<file path="src/rtl/fa4_pkg.sv">
// fa4_pkg: shared constants, types and helpers for the fa4_add_reg adder stage.
//   FA4_WIDTH      - default operand / sum width (4 bits)
//   fa4_operand_t  - FA4_WIDTH-bit unsigned operand
//   fa4_result_t   - FA4_WIDTH+1-bit {carry, sum} result
//   fa4_ovf        - two's-complement overflow from the carries around the MSB
package fa4_pkg;

  localparam int FA4_WIDTH = 4;

  typedef logic [FA4_WIDTH-1:0] fa4_operand_t;
  typedef logic [FA4_WIDTH:0]   fa4_result_t;

  // Signed overflow occurs exactly when the carry into the MSB differs from
  // the carry out of it.
  function automatic logic fa4_ovf(input logic c_into_msb, input logic c_out_msb);
    return c_into_msb ^ c_out_msb;
  endfunction

endpackage

</file>
<file path="src/rtl/fa1_cell.sv">
// fa1_cell: single-bit full adder, one link of the ripple chain.
//   a, b - operand bits
//   ci   - carry in
//   s    - sum bit
//   co   - carry out
module fa1_cell (
  input  logic a,
  input  logic b,
  input  logic ci,
  output logic s,
  output logic co
);

  logic p_s;

  // Propagate term is shared by the sum and the carry.
  assign p_s = a ^ b;
  assign s   = p_s ^ ci;
  assign co  = (a & b) | (ci & p_s);

endmodule

</file>
<file path="src/rtl/fa4_xchk_chk.sv">
// fa4_xchk_chk: simulation checker flagging any accepted input whose ripple
// result disagrees with the behavioural reference sum.
//   clk, rst_n - clock and asynchronous active-low reset
//   in_valid   - input accepted this cycle
//   mismatch   - ripple {co, s} differs from reference {co_ref, s_ref}
module fa4_xchk_chk (
  input logic clk,
  input logic rst_n,
  input logic in_valid,
  input logic mismatch
);

  // Ripple and reference must agree on every accepted input.
  a_ripple_matches_ref: assert property (
    @(posedge clk) disable iff (!rst_n) !(in_valid && mismatch)
  ) else $error("fa4_add_reg: ripple result disagrees with reference sum");

endmodule

</file>
<file path="src/rtl/fa4_add_reg.sv">
// fa4_add_reg: registered WIDTH-bit ripple-carry adder, {co, s} = a + b + ci.
// Inputs are sampled when in_valid is high; the result appears one cycle later
// with out_valid set. Outputs hold when no input is accepted.
//   clk, rst_n   - rising-edge clock, asynchronous active-low reset
//   in_valid     - sample a, b, ci this edge
//   a, b, ci     - unsigned operands and carry in
//   out_valid    - s, co, ovf carry a fresh result
//   s, co, ovf   - registered sum, carry out, two's-complement overflow
// Build option FA4_XCHK_EN adds a behavioural reference path and a sticky
// output xchk_err that is set when the ripple chain disagrees with it.
module fa4_add_reg
  import fa4_pkg::*;
#(
  parameter int WIDTH = FA4_WIDTH
) (
  input  logic             clk,
  input  logic             rst_n,
  input  logic             in_valid,
  input  logic [WIDTH-1:0] a,
  input  logic [WIDTH-1:0] b,
  input  logic             ci,
  output logic             out_valid,
  output logic [WIDTH-1:0] s,
  output logic             co,
  output logic             ovf
`ifdef FA4_XCHK_EN
  ,
  output logic             xchk_err
`endif
);

  logic [WIDTH:0]   c_s;
  logic [WIDTH-1:0] sum_s;
  logic             ovf_s;

  logic             out_valid_r;
  logic [WIDTH-1:0] s_r;
  logic             co_r;
  logic             ovf_r;

  assign c_s[0] = ci;

  // Ripple chain: carry of cell i feeds cell i+1.
  for (genvar i = 0; i < WIDTH; i++) begin : g_ripple
    fa1_cell u_fa1 (
      .a  (a[i]),
      .b  (b[i]),
      .ci (c_s[i]),
      .s  (sum_s[i]),
      .co (c_s[i+1])
    );
  end

  assign ovf_s = fa4_ovf(c_s[WIDTH-1], c_s[WIDTH]);

  // Result register; data only loads on accepted input so idle X never lands.
  always_ff @(posedge clk or negedge rst_n) begin
    if (!rst_n) begin
      out_valid_r <= 1'b0;
      s_r         <= {WIDTH{1'b0}};
      co_r        <= 1'b0;
      ovf_r       <= 1'b0;
    end else begin
      out_valid_r <= in_valid;
      if (in_valid) begin
        s_r   <= sum_s;
        co_r  <= c_s[WIDTH];
        ovf_r <= ovf_s;
      end
    end
  end

  assign out_valid = out_valid_r;
  assign s         = s_r;
  assign co        = co_r;
  assign ovf       = ovf_r;

`ifdef FA4_XCHK_EN
  logic [WIDTH:0] ref_s;
  logic           mismatch_s;
  logic           xchk_err_r;

  assign ref_s      = {1'b0, a} + {1'b0, b} + {{WIDTH{1'b0}}, ci};
  assign mismatch_s = ({c_s[WIDTH], sum_s} != ref_s);

  // Sticky cross-check flag, cleared only by reset.
  always_ff @(posedge clk or negedge rst_n) begin
    if (!rst_n) begin
      xchk_err_r <= 1'b0;
    end else if (in_valid && mismatch_s) begin
      xchk_err_r <= 1'b1;
    end
  end

  assign xchk_err = xchk_err_r;

  fa4_xchk_chk u_xchk_chk (
    .clk      (clk),
    .rst_n    (rst_n),
    .in_valid (in_valid),
    .mismatch (mismatch_s)
  );
`endif

endmodule

</file>
<file path="config.mk">
export PLATFORM = sky130hd
export DESIGN_NAME = fa4_add_reg
export DESIGN_NICKNAME = d
export VERILOG_FILES = /design/src/rtl/fa4_pkg.sv /design/src/rtl/fa1_cell.sv /design/src/rtl/fa4_xchk_chk.sv /design/src/rtl/fa4_add_reg.sv
export SDC_FILE = /design/constraint.sdc
export NUM_CORES = 1
export LEC_CHECK = 0
export BUFFER_PORTS_ARGS = -buffer_cell sky130_fd_sc_hd__buf_2
export CAP_MARGIN = 30
export CORE_AREA = 2 2 39 41
export CTS_CLUSTER_DIAMETER = 50
export DETAILED_ROUTE_END_ITERATION = 10
export DIE_AREA = 0 0 41 43
export MAX_ROUTING_LAYER = met4
export PLACE_DENSITY_LB_ADDON = 0.12
export SYNTH_ARGS = -nofsm -noshare
export SYNTH_HDL_FRONTEND = slang
export SYNTH_HIERARCHICAL = 1
export SYNTH_SLANG_ARGS = --single-unit
</file>
<file path="constraint.sdc">
create_clock -name clk -period 1 [get_ports clk]
set_input_delay 0.05 -clock clk [delete_from_list [all_inputs] [get_ports clk]]
set_output_delay 0.05 -clock clk [all_outputs]
set_load 0.02 [all_outputs]
</file>
# Yosys cells after proc, flatten, opt, wreduce, memory -nomap -nowiden
# Cells that the tools add are included.
# W data, S select, Z words.
totals:
  in_bits: 12
  elab_cells: 25
  out_inout_bits: 7
  reg_bits: 7
op_classes:
  bitwise_logic: 21
ops:
  columns: ["cell", "count"]
  rows:
  - ["$xor A1 B1 Y1", 9]
  - ["$and A1 B1 Y1", 8]
  - ["$or A1 B1 Y1", 4]

# Longest topological paths before layout
logic_depth:
  ltp_word: 10
  depth_mapped: 6
  ltp_nobuf: 6

# By module
# Netlist, hierarchy kept.
modules_own_cells:
  columns: ["module", "area_each_um2", "cells_each", "seq_area_each_um2", "instances"]
  rows:
  - ["fa4_add_reg", 279.0, 16, 175.2, 1]
  - ["fa1_cell", 20.0, 1, 0.0, 4]

# Worst setup path after synthesis
# OpenSTA, ideal clock, no wires.
synth_path:
  kind: "input -> register"
  startpoint: "input a[0]"
  endpoint: "register s_r[3] (netlist: s[3])"
  stages: 5
  setup_ns: 0.125
  t_arrival_ns: 1.947
  path_buffers: 0
  t_required_ns: 0.875
  path_slack_ns: -1.072
  cell_sequence: "fa_1 fa_1 fa_1 fa_1 mux2_4"
synth_via:
  elab_chain_cells: 8
synth_lines:
  columns: ["element", "line_no", "rtl"]
  rows:
  - ["start, declared", "fa4_add_reg.sv:19", "input logic [WIDTH-1:0] a,"]
  - ["$xor A1 B1 Y1", "fa1_cell.sv:17", "assign p_s = a ^ b;"]
  - ["$and A1 B1 Y1", "fa1_cell.sv:19", "assign co = (a & b) | (ci & p_s);"]
  - ["$or A1 B1 Y1 *", "fa1_cell.sv:19", null]
  - ["$and A1 B1 Y1 *", "fa1_cell.sv:19", null]
  - ["$or A1 B1 Y1 *", "fa1_cell.sv:19", null]
  - ["named net c_s[2]", "fa4_add_reg.sv:32", "logic [WIDTH:0] c_s;"]
  - ["$and A1 B1 Y1 *", "fa1_cell.sv:19", null]
  - ["$or A1 B1 Y1 *", "fa1_cell.sv:19", null]
  - ["named net c_s[3]", "fa4_add_reg.sv:32", null]
  - ["$xor A1 B1 Y1 *", "fa1_cell.sv:18", "assign s = p_s ^ ci;"]
  - ["named net sum_s[3]", "fa4_add_reg.sv:33", "logic [WIDTH-1:0] sum_s;"]
  - ["end signal, assigned", "fa4_add_reg.sv:60", "s_r <= {WIDTH{1'b0}};"]
  - ["end signal, assigned", "fa4_add_reg.sv:66", "s_r <= sum_s;"]
  - ["end, declared", "fa4_add_reg.sv:37", "logic [WIDTH-1:0] s_r;"]
# Mark *: on every way through the listed nets, which the timed path passes. The rest lies on a longest branch.
# A chain may end at the register's enable or synchronous reset.

# Worst setup path after layout
layout_path:
  startpoint: "input a[0]"
  endpoint: "register s_r[3] (netlist: s[3])"
layout_via:
  elab_chain_cells: 8
layout_lines:
  columns: ["element", "line_no"]
  rows:
  - ["$xor A1 B1 Y1", "fa1_cell.sv:17"]
  - ["$and A1 B1 Y1", "fa1_cell.sv:19"]
  - ["$or A1 B1 Y1 *", "fa1_cell.sv:19"]
  - ["named net c_s[1]", "fa4_add_reg.sv:32"]
  - ["$and A1 B1 Y1 *", "fa1_cell.sv:19"]
  - ["$or A1 B1 Y1 *", "fa1_cell.sv:19"]
  - ["named net c_s[2]", "fa4_add_reg.sv:32"]
  - ["$and A1 B1 Y1 *", "fa1_cell.sv:19"]
  - ["$or A1 B1 Y1 *", "fa1_cell.sv:19"]
  - ["named net c_s[3]", "fa4_add_reg.sv:32"]
  - ["$xor A1 B1 Y1 *", "fa1_cell.sv:18"]
  - ["named net sum_s[3]", "fa4_add_reg.sv:33"]
# Marks and branches as above.

==> impl_metrics.toml <==
[timing]
slew-limit-headroom_pct = 86.8
fin_ws_ps = -769
period_needed_ps = 1770
setup_viol = 5
period_share_pct = 177
slew_viol_final = 0
clock-skew-final_ps = 0
rsz0062_at_grt = "true"
hold_viol = 0
worst_pin_slew_ps = 198
fmax_mhz = 565
whs_ps = 38.6

[synthesis]
synth_top_area_share_pct = 48.8
synth-seq-cells = 7
synth_top_area_cell = "dfrtp_1"
synth_top_family_by_area = "adder cells"
netlist_area_um2 = 359
synth_xor_area_share_pct = 2.44
syn_inst = 20
yosysUniqueCellTypes = 7
syn-mean-instance-area_um2 = 18.0
ys_warn_count = 6
yosysSeqAreaShare_pct = 48.8
syn-num-nets = 36
synth-adder-area-share_pct = 22.3
yosys.area_share.simple_pct = 1.05
synthMuxAreaShare_pct = 20.9
synthTopCellsByArea = "dfrtp_1 49%, fa_1 22%, mux2_4 21%"
synth_compound_area_share_pct = 1.39

[worst_setup_path]
critPathBufInv = 1
cpPeakStageDelay_ps = 420
path_delay_family = "adder cells"
startpoint_type = "primary input"
cp_cell_sequence = "buf_6, fa_2, fa_2, fa_2, fa_2, mux2_4"
crit_type = "in -> reg"
cp.required_ps = 1130
cpMostUsedCell = "fa_2"
cp_slowest_cell = "fa_2"
crit_fanout = 2
arrival_ps = 1900
crit_path_end_kind = "register"

[floorplan]
ios = 19
die_height_um = 43
die_x_um = 41
initial_utilization_pct = 25.9
die_area_um2 = 1760
core_area_um2 = 1380
rows = 14

[power_and_ir_drop]
peakVddDrop_v = 0.000941
combinationalPowerShare_pct = 33.3
p_int_w = 0.000642
p_switching_w = 0.000267
pwr-share-clk_pct = 27.1
leakagePower_nw = 0.256
power.density_nw_per_um2 = 1730
design_power_total_w = 0.000909
swShare_pct = 29.3
p_seq_share_pct = 39.7

[routing]
routed_via_density = 4.05
drtAntennaViolNets = 0
totalWireLength_um = 650
drc = 0
dr.pass1.iters = 1
wl_per_cell_um = 11.0
num_vias = 239
first_iter_violations = 0

[grt]
grt_use_total_pct = 10.2
antenna_found_initial = 0
grt_first_pass_wirelength_um = 1070
grt_max_degree = 9
grt_pass1_vias = 245
overflow = 0

[min_path]
hp-class = "in -> reg"

[cells_and_area]
nNetsFinal = 60
final_cell_mix = "17 x buf_2, 7 x dfrtp_1, 5 x mux2_4"
diodes = 0
layout_commonest_cell = "buf_2"
syn2layout_area_growth_pct = 46.3
fillers = 140
finalNonFillerCells = 59
drive_gt1_share_pct = 74.4

[clocking]
cts_sinks = 7
cts_buffers = 3
clkLatencyLatePin_ps = 240
htree_levels = 1
cts_root_buf = "clkbuf_4"
clk_pin_slew_ps = 50
clock_path_buffers = 2
tritoncts = "done"

[place]
dpl_worst_slack_ps = -1130
dp_cells = 53
hpwl_um = 539
routabilityCongestion = 0.680
portBuffers = 18

[run_status]
status = "finished with violations"
violations = "negative setup slack"

[run]
cap_violations = 0
==> per-stage QoR <==
step                      TNS, ps  instance area, µm²  utilization [%]
after floorplan             -3550                 369                -
after global placement      -4270                 468             33.8
after detailed placement    -4410                 468             33.8
after CTS                   -2660                 518             37.4
after global routing        -2720                 526             38.0
final                       -2650                 526             38.0
==> power groups by stage <==
stage / registers (W) / logic (W) / clock network [W]
floorplan: 0.000432 / 0.000118 / 0
CTS: 0.000362 / 0.000303 / 0.000263
detailed placement: 0.000366 / 0.000292 / 0
global placement: 0.000364 / 0.000282 / 0
global route: 0.000366 / 0.000332 / 0.000286
finish: 0.000360 / 0.000303 / 0.000246
==> cells by family after synthesis <==
family / after synthesis
AOI/OAI and AO/OA: 1
and+or+nand+nor: 1
adders and majority gates: 4
muxes: 5
buffers and inverters: 1
DFF: 7
xor gates and xnor gates: 1
==> state kept, by name, indices dropped and copies added (netlist names) <==
register / count
s: 4
co: 1
out_valid: 1
ovf: 1
==> layout make-up <==
| class | count | area [µm²] | share of cell area (%) |
|---|---|---|---|
| clock buffers | 4 | 26.3 | 5.00 |
| multi-input cells | 12 | 190 | 36.2 |
| flip-flops and latches | 7 | 175 | 33.3 |
| well taps | 16 | 20.0 | 3.81 |
| repair buffers | 20 | 114 | 21.7 |
==> synthesized netlist by cell type (all sizes together) <==
cell type / instances
nor2: 1
a21oi: 1
buf: 1
fa: 4
xnor2: 1
mux2: 5
dfrtp: 7
==> timing repair <==
| action | in CTS | in global routing |
|---|---|---|
| setup endpoints to repair | 5 | 5 |
| buffers inserted | 1 | 0 |
| hold endpoints to repair | 7 | 0 |
| gates resized for setup | 1 | 1 |
| pin swaps | 2 | 0 |
| hold buffers | 1 | 0 |
==> final timing paths <==
| kind | cells past startpoint | slack, ps | from | endpoint |
|---|---|---|---|---|
| worst max-delay path | 6 | -770 | a[0] | s[3] |
| worst min-delay path | 1 | 40 | in_valid | out_valid |
| worst max register to register | 1 | 240 | co | co |
| worst min register to register | 1 | 500 | s[2] | s[2] |
| max in group asynchronous | 2 | 700 | rst_n | co |
| min in group asynchronous | 2 | 160 | rst_n | s[0] |
==> layer usage <==
layer  routed length (µm)  global-route usage (%)  vias up
li1                     -                       -      111
met1                  202                    10.4      119
met2                  376                    14.4        9
met3                   71                    9.42        0
met4                    0                    2.00        0
met5                    0                       -        -
Power figures use the tool's default switching activity.
